===== config.mk =====
export PLATFORM = sky130hd
export DESIGN_NAME = vector_output_serializer
export DESIGN_NICKNAME = d
export VERILOG_FILES = /design/src/rtl/vector_output_serializer.sv
export SDC_FILE = /design/constraint.sdc
export NUM_CORES = 1
export LEC_CHECK = 0
export CAP_MARGIN = 20
export CELL_PAD_IN_SITES_DETAIL_PLACEMENT = 1
export CELL_PAD_IN_SITES_GLOBAL_PLACEMENT = 1
export CORE_ASPECT_RATIO = 0.8
export CORE_MARGIN = 2
export CORE_UTILIZATION = 40
export CTS_CLUSTER_SIZE = 28
export DETAILED_ROUTE_END_ITERATION = 16
export HOLD_SLACK_MARGIN = 0.08
export PLACE_DENSITY_LB_ADDON = 0.25
export SLEW_MARGIN = 20
export SYNTH_ARGS = -nofsm -noshare
export SYNTH_HDL_FRONTEND = slang
export SYNTH_SLANG_ARGS = --single-unit
export TNS_END_PERCENT = 1

===== constraint.sdc =====
create_clock -name clock -period 4.7 [get_ports clock]
set_input_delay 0.705 -clock clock [delete_from_list [all_inputs] [get_ports clock]]
set_output_delay 0.705 -clock clock [all_outputs]
set_load 0.005 [all_outputs]

===== src/rtl/vector_output_serializer.sv =====
`default_nettype none
// ============================================================================
// Module      : vector_output_serializer
// Description : Captures CPU vector words into a small FIFO and serializes
//               them one element per ready/valid transfer, with sticky
//               overflow reporting when the FIFO cannot accept a vector.
// Revision    : 1.0 - initial release
// ============================================================================
module vector_output_serializer #(
    parameter int DATA_WIDTH      = 16,
    parameter int VECTOR_SIZE     = 6,
    parameter int FIFO_DEPTH      = 4,
    parameter int FIFO_ADDR_WIDTH = 2,
    parameter int INDEX_WIDTH     = 3
) (
    input  logic                              clock,
    input  logic                              reset,
    input  logic [VECTOR_SIZE*DATA_WIDTH-1:0] vectorIn,
    input  logic                              vectorValid,
    output logic [DATA_WIDTH-1:0]             elementOut,
    output logic [INDEX_WIDTH-1:0]            elementIndex,
    output logic                              elementValid,
    input  logic                              elementReady,
    output logic                              lastElement,
    output logic [FIFO_ADDR_WIDTH:0]          fifoCount,
    output logic                              overflow,
    input  logic                              clearOverflow
);

    localparam int VEC_W = VECTOR_SIZE * DATA_WIDTH;
    localparam int CNT_W = FIFO_ADDR_WIDTH + 1;

    localparam logic [CNT_W-1:0]           C_FULL     = CNT_W'(FIFO_DEPTH);
    localparam logic [CNT_W-1:0]           C_CNT_ONE  = CNT_W'(1);
    localparam logic [FIFO_ADDR_WIDTH-1:0] C_PTR_ONE  = FIFO_ADDR_WIDTH'(1);
    localparam logic [INDEX_WIDTH-1:0]     C_LAST_IDX = INDEX_WIDTH'(VECTOR_SIZE - 1);
    localparam logic [INDEX_WIDTH-1:0]     C_IDX_ONE  = INDEX_WIDTH'(1);

    localparam logic [0:0] ST_IDLE = 1'b0;
    localparam logic [0:0] ST_SEND = 1'b1;

    // ------------------------------------------------------------------
    // State
    // ------------------------------------------------------------------
    logic [VEC_W-1:0]           mem_q [FIFO_DEPTH];
    logic [FIFO_ADDR_WIDTH-1:0] wr_ptr_q, wr_ptr_d;
    logic [FIFO_ADDR_WIDTH-1:0] rd_ptr_q, rd_ptr_d;
    logic [CNT_W-1:0]           count_q,  count_d;
    logic                       ovf_q,    ovf_d;
    logic [0:0]                 state_q,  state_d;
    logic [VEC_W-1:0]           hold_q,   hold_d;
    logic [INDEX_WIDTH-1:0]     idx_q,    idx_d;
    logic [DATA_WIDTH-1:0]      out_q,    out_d;
    logic                       valid_q,  valid_d;
    logic                       last_q,   last_d;

    // ------------------------------------------------------------------
    // Combinational control
    // ------------------------------------------------------------------
    logic                  w_full;
    logic                  w_has_data;
    logic                  w_push;
    logic                  w_drop;
    logic                  w_hs;
    logic                  w_at_last;
    logic                  w_load;
    logic [VEC_W-1:0]      w_head;
    logic [INDEX_WIDTH-1:0] w_idx_next;
    logic [DATA_WIDTH-1:0] w_hold_elem [VECTOR_SIZE];

    genvar k;
    generate
        for (k = 0; k < VECTOR_SIZE; k++) begin : g_elem
            assign w_hold_elem[k] = hold_q[k*DATA_WIDTH +: DATA_WIDTH];
        end
    endgenerate

    // Fullness is judged on the registered count, so a same-cycle pop never makes room.
    assign w_full     = (count_q == C_FULL);
    assign w_has_data = (count_q != '0);
    assign w_push     = vectorValid & ~w_full;
    assign w_drop     = vectorValid & w_full;
    assign w_hs       = valid_q & elementReady;
    assign w_at_last  = (idx_q == C_LAST_IDX);
    assign w_head     = mem_q[rd_ptr_q];
    assign w_idx_next = idx_q + C_IDX_ONE;

    // A load pops the head either from idle or back-to-back after the last element.
    assign w_load = w_has_data &
                    ((state_q == ST_IDLE) | ((state_q == ST_SEND) & w_hs & w_at_last));

    always_comb begin
        state_d = state_q;
        hold_d  = hold_q;
        idx_d   = idx_q;
        out_d   = out_q;
        valid_d = valid_q;
        last_d  = last_q;

        if (w_load) begin
            state_d = ST_SEND;
            hold_d  = w_head;
            idx_d   = '0;
            out_d   = w_head[DATA_WIDTH-1:0];
            valid_d = 1'b1;
            last_d  = (C_LAST_IDX == '0);
        end else begin
            case (state_q)
                ST_IDLE: begin
                    valid_d = 1'b0;
                    last_d  = 1'b0;
                end
                ST_SEND: begin
                    if (w_hs) begin
                        if (!w_at_last) begin
                            idx_d  = w_idx_next;
                            out_d  = w_hold_elem[w_idx_next];
                            last_d = (w_idx_next == C_LAST_IDX);
                        end else begin
                            state_d = ST_IDLE;
                            valid_d = 1'b0;
                            last_d  = 1'b0;
                        end
                    end
                end
                default: begin
                    state_d = ST_IDLE;
                    valid_d = 1'b0;
                    last_d  = 1'b0;
                end
            endcase
        end
    end

    always_comb begin
        wr_ptr_d = w_push ? (wr_ptr_q + C_PTR_ONE) : wr_ptr_q;
        rd_ptr_d = w_load ? (rd_ptr_q + C_PTR_ONE) : rd_ptr_q;

        count_d = count_q;
        case ({w_push, w_load})
            2'b10:   count_d = count_q + C_CNT_ONE;
            2'b01:   count_d = count_q - C_CNT_ONE;
            default: count_d = count_q;
        endcase

        // A drop in the same cycle as a clear keeps the flag set.
        ovf_d = ovf_q;
        if (w_drop) begin
            ovf_d = 1'b1;
        end else if (clearOverflow) begin
            ovf_d = 1'b0;
        end
    end

    // ------------------------------------------------------------------
    // Registers
    // ------------------------------------------------------------------
    always_ff @(posedge clock) begin
        if (w_push) begin
            mem_q[wr_ptr_q] <= vectorIn;
        end
    end

    always_ff @(posedge clock or negedge reset) begin
        if (!reset) begin
            wr_ptr_q <= '0;
            rd_ptr_q <= '0;
            count_q  <= '0;
            ovf_q    <= 1'b0;
            state_q  <= ST_IDLE;
            hold_q   <= '0;
            idx_q    <= '0;
            out_q    <= '0;
            valid_q  <= 1'b0;
            last_q   <= 1'b0;
        end else begin
            wr_ptr_q <= wr_ptr_d;
            rd_ptr_q <= rd_ptr_d;
            count_q  <= count_d;
            ovf_q    <= ovf_d;
            state_q  <= state_d;
            hold_q   <= hold_d;
            idx_q    <= idx_d;
            out_q    <= out_d;
            valid_q  <= valid_d;
            last_q   <= last_d;
        end
    end

    assign elementOut   = out_q;
    assign elementIndex = idx_q;
    assign elementValid = valid_q;
    assign lastElement  = last_q;
    assign fifoCount    = count_q;
    assign overflow     = ovf_q;

endmodule
`default_nettype wire


==> metrics, run 1 <==
status complete, no violations; HP Class in2async; RSZ-0062 raised after global routing false; postcts setup bufs 0; crit path time final 3190 ps; die height 203 um; GRT Overall Usage 18.4%; Synth async-reset ratio 24.7%; top_reg_cell synth edfxtp_1; Syn Std Cell Area 0.0197 mm^2; area grow syn2layout 17.9%; Fill cells 4544; FP Rows 72; # hold bufs at CTS 0; Worst-path clk slew 60 ps; Synth area leader edfxtp_1; power density cells 637 mW/mm^2; sequential area share after synthesis 74.5%; synthesis-stage register bit count 510; CP peak stage delay 750 ps; Slew @ Worst Pin 966 ps; initial core utilization 40.6%; post-synth top area share 58.5%; Slew Viols, Final 0; Crit path max-delay family buffers and inverters; largest net degree at the start of global routing 91; Max Cap Viol 0; Port Buf Inserts 125; post-cts resize count 0; first-pass GRT wire length 69.6 mm; die width 252 um; share of layout cells above drive strength 1 16.3%; Core Area 0.0486 mm^2; startpoint types flip-flop; syn nets 1229; Hold Violations, Final 0; Achievable Freq 314 MHz; Fin Setup TNS 0 ps; commonest cells after routing, fill and taps aside 384 x edfxtp_1, 310 x nand2_1, 124 x clkdlybuf4s50_1; vias in the first global route 10785; Mapped Cells 1119; Final setup viols 0; drt wl/cell 23.4 um; initial antenna violation count 0; Worst path slowest cell dfrtp_2; CTS max path bufs 3; I/O pin count 126; GPL Wtd Cong 0.725; WP buf/inv 2; Static Leak 8.51 nW; CP endpoint kind flip-flop; FF-to-FF Start elementIndex[0]; final setup margin 1510 ps; period utilisation layout 67.8%; grt total ovfl 0; Via density 5.25; die area 0.0511 mm^2; Crit. Startpoint elementIndex[0]; crit path DAT 3660 ps; Critical R2R Capture lastElement; Detail Route Antenna Nets 0; clk_lat worst skew 600 ps; top post-synthesis cells by area edfxtp_1 58%, dfrtp_1 16%, mux4_2 12%; clk sinks 510; pre-CTS WS 1280 ps; TritonRoute pass-1 iters 5; Worst Path Required 5170 ps; Synth Warn # 0; Slew headroom 35.6%; n_diodes 0; Residual DRC 0; TritonCTS clock tree built; synthesized area per cell 17.6 um^2; R2R Setup Slk 1510 ps; maximum VDD drop 0.320 mV; DR vias 10102; Final #Nets 1365; leading cell type in the layout, fill and taps excluded edfxtp_1; htree depth 2; EDFF count, synth 384; worst-path maximum fanout 74; drt total wl 45.1 mm; final total power 14.8 mW; CP Class reg2reg; number of distinct library cells after synthesis 40; CTS buffer count 51; DR iter-0 viols 833; R2R cell count 7; CP cell instances ha_1 -> nand4_1 -> a21o_4 -> inv_6 -> buf_4 -> nor2_1 -> a32o_1; Detailed Place HPWL 28.8 mm; root buf cell clkbuf_16; Clock Skews 27.4 ps
## area by class of cell
class                   instances  area, um^2  area share, %
multi-input cells             538        4630           19.9
inverters                      11        46.3          0.199
clock buffers                  77        1460           6.26
clock inverters                18         183          0.785
repair buffers                143        1460           6.29
flip-flops and latches        510       14700           63.2
well taps                     629         787           3.38
## power breakdown
part           internal [mW]  total (mW)  switching (mW)
registers               6.05        6.70           0.658
clock network           2.30        3.99            1.68
logic                   1.86        4.13            2.26
total                   10.2        14.8            4.60
## how the worst max path moves through the flow
stage,to,depth (start not counted)
floorplan,mem_q[0][0],2
global placement,lastElement,7
detailed placement,lastElement,7
CTS,lastElement,7
global route,lastElement,7
finish,lastElement,7
## through the flow
stage,instance area (um^2),cells,hold slack [ps],utilization [%]
after floorplan,19700,1119,409,-
after global placement,21600,1831,454,44.5
after detailed placement,21600,1831,459,44.5
after CTS,23300,1926,222,47.9
after global routing,23300,1926,249,47.9
final,23300,1926,195,47.9
## sequential cells by signal (all words and copies together) (netlist names)
signal        flops
mem_q           384
hold_q           96
elementOut       16
elementIndex      3
fifoCount         3
rd_ptr_q          2
wr_ptr_q          2
elementValid      1
lastElement       1
overflow          1
state_q           1
## synth_stat cells, types with 2 or more instances
library cell and count:
edfxtp_1 384, nand2_1 310, dfrtp_1 126, mux4_2 102, clkbuf_1 19, buf_2 18
mux2i_1 16, buf_4 14, nor3_1 14, nor2_1 12, inv_1 10, mux4_1 10
a21oi_1 8, ha_1 8, a211oi_1 7, o211ai_1 7, o31ai_1 7, buf_6 6
xnor2_1 5, and2_1 4, o21ai_0 4, nor3_2 3, a211oi_2 2, a21o_1 2
a22o_1 2, buf_8 2, nor2b_1 2, o31ai_2 2, xor2_1 2
## routing by layer
layer / up-vias / share of wire, % / global-route usage, %
met1: 5334 / 48 / 28.9
met3: 55 / 4.9 / 2.85
met5: - / 0 / 0
met2: 231 / 45 / 26.8
met4: 0 / 1.6 / 4.50
li1: 4482 / - / -
## kinds of logic after synthesis
family / Yosys count / share of synthesized area (%)
xor+xnor: 7 / 0.311
compound gates: 46 / 1.74
flops: 510 / 74.5
buf+inv: 71 / 2.18
fa+ha+maj: 9 / 0.609
mux: 128 / 13.8
simple gates: 348 / 6.91
(Power assumes the default switching activity.)
==> run 2: changes to the inputs <==
Clock period 4.7 ns to 3.2 ns, I/O delays scaled along.
==> run 2 against run 1 <==
Design area grew 0.83%. Clock power grew 49%. Combinational power grew 51%. Via count shrank 0.12%. Global-route usage grew 0.35 points. Sequential share of layout area shrank 0.52 points. Die area is the same. Sequential power grew 46%.
==> metrics, run 2 (synthesis gave the netlist of run 1 again) <==
Port Buf Inserts 125; power density cells 939 mW/mm^2; crit path time final 2520 ps; Clock Skews 11.3 ps; Worst Path Required 3650 ps; final hold slack 472 ps; htree depth 2; largest net degree at the start of global routing 109; drt total wl 46.4 mm; CTS max path bufs 3; share of layout cells above drive strength 1 17.2%; startpoint types flip-flop; CTS buffer count 50; commonest cells after routing, fill and taps aside 384 x edfxtp_1, 310 x nand2_1, 124 x clkdlybuf4s50_1; Slew headroom 31.9%; clk_lat worst skew 590 ps; Critical R2R Capture elementOut[5]; maximum VDD drop 0.464 mV; GRT Overall Usage 18.7%; Residual DRC 0; R2R cell count 7; grt total ovfl 0; Slew Viols, Final 0; Detail Route Antenna Nets 0; Core Area 0.0486 mm^2; first-pass GRT wire length 71.0 mm; largest reg by FF count mem_q; die height 203 um; post-cts resize count 0; clk sinks 510; final instance area 0.0235 mm^2; initial core utilization 40.6%; final setup margin 680 ps; critical hold path startpoint clearOverflow; status complete, no violations; TritonRoute pass-1 iters 5; CP endpoint kind flip-flop; DR vias 10090; FP Rows 72; worst-path maximum fanout 19; Final #Nets 1375; crit path DAT 2970 ps; die width 252 um; Largest register FFs 384; TritonCTS clock tree built; Via density 5.22; n_diodes 0; Max Cap Viol 0; HP Class in2reg; DR iter-0 viols 717; Hold EP overflow; die area 0.0511 mm^2; R2R Setup Slk 680 ps; Hold Violations, Final 0; final total power 22.0 mW; Final setup viols 0; period utilisation layout 78.7%; root buf cell clkbuf_16; area grow syn2layout 18.9%; hold path depth 2; Fill cells 4545; CP Class reg2reg; DP Area 0.0218 mm^2; Slew @ Worst Pin 1020 ps; drt wl/cell 24.0 um; initial antenna violation count 0; vias in the first global route 10925; GPL Wtd Cong 0.808; Worst-path clk slew 60 ps; pre-CTS WS 556 ps; RSZ-0062 raised after global routing false; Detailed Place HPWL 30.2 mm; leading cell type in the layout, fill and taps excluded edfxtp_1; Achievable Freq 397 MHz; Static Leak 8.60 nW; FF-to-FF Start elementIndex[0]; I/O pin count 126
run 2: changes by cell type in the layout (fill, tap and decap cells not counted), moves of 2 or more:
cell,previous run,this run
clkbuf_1,19,11
clkinv_2,8,11
buf_4,12,15
clkinv_1,3,5
bufinv_16,3,6
buf_12,6,14
clkbuf_8,6,3
run 2: per-stage QoR:
| stage | util, % | setup TNS, ps | cells |
|---|---|---|---|
| global route | 48.3 | 0 | 1934 |
| finish | 48.3 | 0 | 1934 |
| detailed placement | 44.9 | 0 | 1841 |
| global placement | 44.9 | 0 | 1841 |
| floorplan | - | -114190 | 1119 |
| CTS | 48.3 | 0 | 1934 |
run 2: worst max path at each step:
stage          cells after the start            start       endpoint
5_1_grt                           11  elementIndex[0]   fifoCount[2]
6_report                           7  elementIndex[0]  elementOut[5]
3_5_place_dp                      10     elementReady   fifoCount[2]
2_1_floorplan                      3     fifoCount[0]    mem_q[0][0]
4_1_cts                           11  elementIndex[0]   fifoCount[2]
3_3_place_gp                      10     elementReady   fifoCount[2]
run 2: timing repair:
action,4_1_cts,5_1_grt
hold buffers,1,0
endpoints found under the hold margin,48,0
setup endpoints to repair,0,0
setup buffers,0,0
run 2: area by class of cell:
| cell class | count | area [um^2] | area share, % |
|---|---|---|---|
| Timing Repair Buffer | 154 | 1640 | 7.01 |
| Clock inverter | 27 | 292 | 1.24 |
| Tap cell | 629 | 787 | 3.36 |
| Multi-Input combinational cell | 538 | 4630 | 19.8 |
| Clock buffer | 65 | 1360 | 5.79 |
| Sequential cell | 510 | 14700 | 62.6 |
| Inverter | 11 | 46.3 | 0.197 |
run 2: metal layers:
metal  vias to the layer above  GRT usage [%]  routed length, um  share of wire [%]
li1                       4502              -                  -                  -
met1                      5309           28.7              22500                 48
met2                       222           27.8              20900                 45
met3                        57           3.17               2020                4.4
met4                         0           4.97                918                2.0
met5                         -              0                  0                  0
run 2: critical path: stages, from the launching register on:
cell,delay [ps]
dfrtp_2,370
buf_4,310
inv_1,80
ha_1,790
buf_4,370
nor3_1,90
a211oi_1,250
o31ai_1,120
run 2: report_power, final:
part           internal, mW  total (mW)  switching (mW)
combinational          2.86        6.25            3.39
sequential             8.88        9.81           0.932
clock                  3.48        5.96            2.49
